File: src/rtl/mem_arbiter_pkg.sv
// Shared constants and helpers for the two-requester memory arbiter.
// `CLOG2 lives here so every file that includes this package sees the same macro.
`ifndef CLOG2
`define CLOG2(x) $clog2(x)
`endif

package mem_arbiter_pkg;

    localparam int NREQ = 2;

    // Round-robin pick: a lone requester always wins; on contention the pointer decides.
    function automatic logic [NREQ-1:0] rr_pick(input logic [NREQ-1:0] req, input logic ptr);
        rr_pick = req;
        if (&req) rr_pick = ptr ? 2'b10 : 2'b01;
    endfunction

endpackage

File: src/rtl/mem_arbiter_if.sv
// Requester-side bus of the memory arbiter: per-requester read and write channels.
interface mem_arbiter_if
    import mem_arbiter_pkg::*;
#(
    parameter int WIDTH = 8,
    parameter int AW    = 6
);
    logic [NREQ-1:0]       rd_req;
    logic [NREQ*AW-1:0]    rd_addr;
    logic [NREQ-1:0]       rd_gnt;
    logic [NREQ-1:0]       rd_valid;
    logic [WIDTH-1:0]      rd_data;
    logic [NREQ-1:0]       wr_req;
    logic [NREQ*AW-1:0]    wr_addr;
    logic [NREQ*WIDTH-1:0] wr_data;
    logic [NREQ-1:0]       wr_gnt;

    modport master (
        output rd_req, rd_addr, wr_req, wr_addr, wr_data,
        input  rd_gnt, rd_valid, rd_data, wr_gnt
    );

    modport slave (
        input  rd_req, rd_addr, wr_req, wr_addr, wr_data,
        output rd_gnt, rd_valid, rd_data, wr_gnt
    );
endinterface

File: src/rtl/mem_arbiter_mem.sv
// Simple dual-port synchronous RAM: one read and one write port, read-before-write
// on an address collision.
module mem_arbiter_mem
    import mem_arbiter_pkg::*;
#(
    parameter int WIDTH = 8,
    parameter int DEPTH = 64,
    parameter     FILE  = "",
    parameter int INIT  = 0,
    parameter int AW    = `CLOG2(DEPTH)
) (
    input  logic             clock,
    input  logic             rden,
    input  logic [AW-1:0]    raddr,
    output logic [WIDTH-1:0] rdata,
    input  logic             wren,
    input  logic [AW-1:0]    waddr,
    input  logic [WIDTH-1:0] wdata
);
    logic [WIDTH-1:0] ram [DEPTH];

    always_ff @(posedge clock) begin
        if (rden) rdata <= ram[raddr];
        if (wren) ram[waddr] <= wdata;
    end
endmodule

File: src/rtl/mem_arbiter.sv
// Two-requester round-robin arbiter in front of a single dual-port RAM.
// Define MEM_ARB_BYPASS_EN to forward same-cycle same-address write data to the reader.
module mem_arbiter
    import mem_arbiter_pkg::*;
#(
    parameter int WIDTH = 8,
    parameter int DEPTH = 64,
    parameter     FILE  = ""
) (
    input logic           clock,
    input logic           reset,
    mem_arbiter_if.slave  bus
);
    localparam int AW = `CLOG2(DEPTH);

    logic             rd_ptr, wr_ptr;
    logic             rden, wren;
    logic [AW-1:0]    raddr, waddr;
    logic [WIDTH-1:0] wdata, mem_q;

    // Grants are masked during reset so the RAM sees neither port active.
    always_comb begin
        bus.rd_gnt = '0;
        bus.wr_gnt = '0;
        if (!reset) begin
            bus.rd_gnt = rr_pick(bus.rd_req, rd_ptr);
            bus.wr_gnt = rr_pick(bus.wr_req, wr_ptr);
        end
    end

    assign rden  = |bus.rd_gnt;
    assign wren  = |bus.wr_gnt;
    assign raddr = bus.rd_gnt[1] ? bus.rd_addr[AW +: AW]    : bus.rd_addr[0 +: AW];
    assign waddr = bus.wr_gnt[1] ? bus.wr_addr[AW +: AW]    : bus.wr_addr[0 +: AW];
    assign wdata = bus.wr_gnt[1] ? bus.wr_data[WIDTH +: WIDTH] : bus.wr_data[0 +: WIDTH];

    // After a grant the pointer names the other requester: granting 0 prefers 1 next.
    always_ff @(posedge clock) begin
        if (reset) begin
            rd_ptr       <= 1'b0;
            wr_ptr       <= 1'b0;
            bus.rd_valid <= '0;
        end else begin
            bus.rd_valid <= bus.rd_gnt;
            if (rden) rd_ptr <= bus.rd_gnt[0];
            if (wren) wr_ptr <= bus.wr_gnt[0];
        end
    end

    mem_arbiter_mem #(
        .WIDTH (WIDTH),
        .DEPTH (DEPTH),
        .FILE  (FILE),
        .INIT  (0)
    ) u_mem (
        .clock (clock),
        .rden  (rden),
        .raddr (raddr),
        .rdata (mem_q),
        .wren  (wren),
        .waddr (waddr),
        .wdata (wdata)
    );

`ifdef MEM_ARB_BYPASS_EN
    logic             byp_vld;
    logic [WIDTH-1:0] byp_data;

    always_ff @(posedge clock) begin
        if (reset) byp_vld <= 1'b0;
        else       byp_vld <= rden & wren & (raddr == waddr);
        byp_data <= wdata;
    end

    assign bus.rd_data = byp_vld ? byp_data : mem_q;
`else
    assign bus.rd_data = mem_q;
`endif
endmodule

File: src/flat_wrapper.sv
// flat-port wrapper written by rule: the top's interface ports become plain ports
module mem_arbiter_flat import mem_arbiter_pkg::*;
#(
    parameter int WIDTH = 8,
    parameter int DEPTH = 64,
    parameter     FILE  = ""
)
  (clock, reset, bus_rd_req, bus_rd_addr, bus_wr_req, bus_wr_addr, bus_wr_data, bus_rd_gnt, bus_rd_valid, bus_rd_data, bus_wr_gnt);
  mem_arbiter_if #(.WIDTH(WIDTH), .AW((6))) bus_i ();
  input logic clock;
  input logic reset;
  input wire logic [$bits(bus_i.rd_req)-1:0] bus_rd_req;
  input wire logic [$bits(bus_i.rd_addr)-1:0] bus_rd_addr;
  input wire logic [$bits(bus_i.wr_req)-1:0] bus_wr_req;
  input wire logic [$bits(bus_i.wr_addr)-1:0] bus_wr_addr;
  input wire logic [$bits(bus_i.wr_data)-1:0] bus_wr_data;
  output wire logic [$bits(bus_i.rd_gnt)-1:0] bus_rd_gnt;
  output wire logic [$bits(bus_i.rd_valid)-1:0] bus_rd_valid;
  output wire logic [$bits(bus_i.rd_data)-1:0] bus_rd_data;
  output wire logic [$bits(bus_i.wr_gnt)-1:0] bus_wr_gnt;
  assign bus_i.rd_req = bus_rd_req;
  assign bus_i.rd_addr = bus_rd_addr;
  assign bus_i.wr_req = bus_wr_req;
  assign bus_i.wr_addr = bus_wr_addr;
  assign bus_i.wr_data = bus_wr_data;
  assign bus_rd_gnt = bus_i.rd_gnt;
  assign bus_rd_valid = bus_i.rd_valid;
  assign bus_rd_data = bus_i.rd_data;
  assign bus_wr_gnt = bus_i.wr_gnt;
  mem_arbiter #(.WIDTH(WIDTH), .DEPTH(DEPTH), .FILE(FILE)) u_core (.clock(clock), .reset(reset), .bus(bus_i));
endmodule
File: config.mk
export PLATFORM = sky130hd
export DESIGN_NAME = mem_arbiter_flat
export DESIGN_NICKNAME = d
export VERILOG_FILES = /design/src/rtl/mem_arbiter_pkg.sv /design/src/rtl/mem_arbiter_if.sv /design/src/rtl/mem_arbiter_mem.sv /design/src/rtl/mem_arbiter.sv /design/src/flat_wrapper.sv
export SDC_FILE = /design/constraint.sdc
export NUM_CORES = 1
export LEC_CHECK = 0
export CORE_MARGIN = 8
export CORE_UTILIZATION = 33
export DETAILED_ROUTE_END_ITERATION = 16
export PLACE_DENSITY = 0.53
export SLEW_MARGIN = 10
export SYNTH_ARGS = -nofsm -noshare
export SYNTH_HDL_FRONTEND = slang
export SYNTH_SLANG_ARGS = --single-unit
File: constraint.sdc
create_clock -name clock -period 4.13 [get_ports clock]
set_input_delay 1.0325 -clock clock [delete_from_list [all_inputs] [get_ports clock]]
set_output_delay 1.0325 -clock clock [all_outputs]
set_load 0.005 [all_outputs]
==> summary.txt <==
Pwr
  • Clock power share: 0.401
  • Register share of total power: 0.507
  • Pint: between 9000 and 10000 uW
  • Leak pwr: approximately 0.0084 uW
  • Switching Fraction: 0.230
  • Design Power: 11800 uW
  • Peak supply drop: roughly 0.31 mV
  • Pwr/cell area: about 460 nW/um2
  • NetSw: between 2000 and 3000 uW
  • Proportion of power drawn by combinational gates: 0.093

Setup path
  • CP max stage cell: clkdlybuf4s50_1
  • Worst Path Buf+Inv: 4
  • Worst endpoint data arrival time: 2760 ps
  • WP data required: slightly above 3000 ps
  • Crit-path max FO: 15
  • CP startpoint kind: primary input
  • Endpoint class of the critical path: output port
  • Crit path max-delay family: buffers and inverters
  • Most used cell, CP: clkdlybuf4s50_1
  • CP Cell Sequence: clkdlybuf4s50_1 -> and2b_4 -> nand2_4 -> clkinv_1 -> buf_4 -> clkdlybuf4s50_1
  • Setup Crit Path Kind: in -> out
  • Crit-path max cell delay: between 500 and 600 ps

Route
  • Via-to-Cell Ratio: about 5.3
  • Total Wirelength: ~58 mm
  • DR vias: about 12000
  • Post-route ant nets: 0
  • Routed wire per std cell: around 25 um
  • DR pass1 iterations: 5
  • DR DRC count: 0
  • Starting DRT DRC Count: 1147

Die
  • Die area: a little over 70000 um2
  • Site Rows: 93
  • Core footprint: approximately 64000 um2
  • Die H: ~270 um
  • I/O pin count: 60
  • Initial core utilization: 0.331
  • Die width: roughly 270 um

Layout
  • Layout cell share with drive strength beyond 1: 0.252
  • Commonest non-fill, non-tap cell in the layout: edfxtp_1
  • Most frequent cells in the layout: 520 x edfxtp_1, 151 x buf_4, 90 x nand2_1
  • Layout Nets: 1471
  • Area Growth Syn to Fin: 21.4%
  • Final std cell area, no fill: 25700 um2
  • Ant diodes: 0
  • Fill count: roughly 6000

Run status
  • Status: finished, final reports clean

Yosys
  • #FFs+latches synth: between 500 and 600
  • Syn. warnings: 0
  • Synth Cell Area: about 21000 um2
  • Post-synthesis sequential area ratio: 0.741
  • FFs w/ async S/R, synth: 0
  • Syn Area/Cell: between 15 and 20 um2
  • Synth Flop Type: edfxtp_1
  • Top cells by area, synth: edfxtp_1 74%, mux4_2 8.2%, nand2_1 1.8%
  • Post-synth EDFFs: 520
  • Cell taking the most area after synthesis: edfxtp_1
  • Mapped Cells: 1207
  • Unique masters post-synth: between 50 and 60
  • Synth top area share: 0.737
  • Syn nets: 1253

Placed design
  • Placer Congestion: 0.811
  • HPWL after detailed placement: 38.2 mm
  • Placed Area: roughly 24000 um2
  • Buffers on Ports: 59

STA
  • Hold WS: around 500 ps
  • Crit share post-route: 0.918
  • Setup Skew: about 19 ps
  • Rel. slew slack: 0.487
  • Fin. max-slew vios: 0
  • RSZ-0062 raised after global routing: false
  • Worst Max-Slew Pin Slew: a little under 800 ps
  • Crit path time final: approximately 3800 ps
  • Peak Freq: 264 MHz
  • Fin. Hold Viols: 0
  • Final TNS setup: 0 ps
  • Final setup fails: 0

Clocking
  • Post-CTS Setup Bufs: 0
  • Root buffer cell: clkbuf_16
  • CTS tree: yes
  • Clk sink count: roughly 520
  • CTS H-tree depth: 2
  • Worst skew pair latency: just over 600 ps
  • Clock Path Buffers: 3
  • CTS buffer count: 55
  • Post-CTS Resized: 0
  • Clock slew seen by the registers of the worst setup and hold paths: approximately 60 ps
  • Hold_buf cts: 0

Global routing
  • Initial antenna violation count: 0
  • Overall routing resource usage: 0.156
  • GRT Residual Overflow: 0
  • Largest net degree at the start of global routing: 65
  • First-pass GRT wire length: approximately 85 mm
  • Number of global-route vias before repair: 12300

Hold path
  • Hold crit path type: reg -> reg

Run
  • Max cap viols: 0
worst reg2reg max path: stages (launching register included):
cell and delay, ps:
dfxtp_1 400, nand2b_4 210, buf_4 160, nand3_1 140
nand2_4 260, buf_12 270, mux2_2 360, a211oi_1 370
o211ai_1 230, a22o_1 230
cell usage after synthesis (14+ instances only):
| library cell | instances |
|---|---|
| clkbuf_1 | 25 |
| o21ai_0 | 23 |
| edfxtp_1 | 520 |
| a211o_1 | 14 |
| nand3_1 | 29 |
| mux2_2 | 29 |
| mux2i_1 | 25 |
| nand2b_1 | 17 |
| mux4_2 | 77 |
| nor2_1 | 76 |
| and3_1 | 30 |
| nand2_1 | 100 |
| a211oi_1 | 36 |
| buf_2 | 27 |
metrics by stage:
step,util,instances,worst slack [ps]
floorplan,-,1207,605
global placement,0.375,2223,17.9
CTS,0.402,2317,342
global route,0.402,2317,251
finish,0.402,2317,337
detailed placement,0.375,2223,6.40
power by group through the flow:
stage | clock network, uW | logic, uW | registers (uW)
global route | 4970 | 1160 | 5950
global placement | 0 | 1090 | 6070
floorplan | 0 | 562 | 6060
detailed placement | 0 | 1100 | 6070
finish | 4710 | 1090 | 5950
CTS | 4790 | 1100 | 5950
sequential cells by signal, indices dropped and copies added (netlist names):
| name | count |
|---|---|
| u_core.u_mem.ram | 512 |
| u_core.u_mem.rdata | 8 |
| u_core.wr_ptr | 1 |
| u_core.bus.rd_valid | 2 |
| u_core.rd_ptr | 1 |
cell type report:
type	instances	area, um2	area share
Sequential cell	524	15700	0.611
Inverter	7	26.3	0.00102
Tap cell	855	1070	0.0416
Multi-Input combinational cell	610	5170	0.201
Clock inverter	30	272	0.0106
Timing Repair Buffer	227	2060	0.0803
Clock buffer	64	1410	0.0549
worst paths after layout:
path / endpoint / start / depth (start not counted) / slack, ps
setup / recovery: bus_rd_gnt[1] / reset / 6 / 340
hold / removal: u_core.wr_ptr$_SDFFE_PP0P_ / u_core.wr_ptr$_SDFFE_PP0P_ / 2 / 500
setup reg to reg: u_core.u_mem.rdata[6]$_DFFE_PP_ / u_core.rd_ptr$_SDFFE_PP0P_ / 9 / 1270
hold reg to reg: u_core.wr_ptr$_SDFFE_PP0P_ / u_core.wr_ptr$_SDFFE_PP0P_ / 2 / 500
metal layers:
metal  part of all wire  wire [um]  GRT usage  vias up
met2               0.45      26300      0.239      437
met5                  0          0          0        -
li1                   -          -          -     5364
met3              0.067       3890     0.0312       81
met4              0.026       1490     0.0477        0
met1               0.46      26600      0.222     6323
logic make-up after synthesis:
family | after synthesis | synth area share
DFF | 524 | 0.741
and+or+nand+nor | 287 | 0.0635
AOI/OAI and AO/OA | 192 | 0.0699
muxes | 131 | 0.109
buffers and inverters | 73 | 0.0163
(Power assumes the default switching activity.)
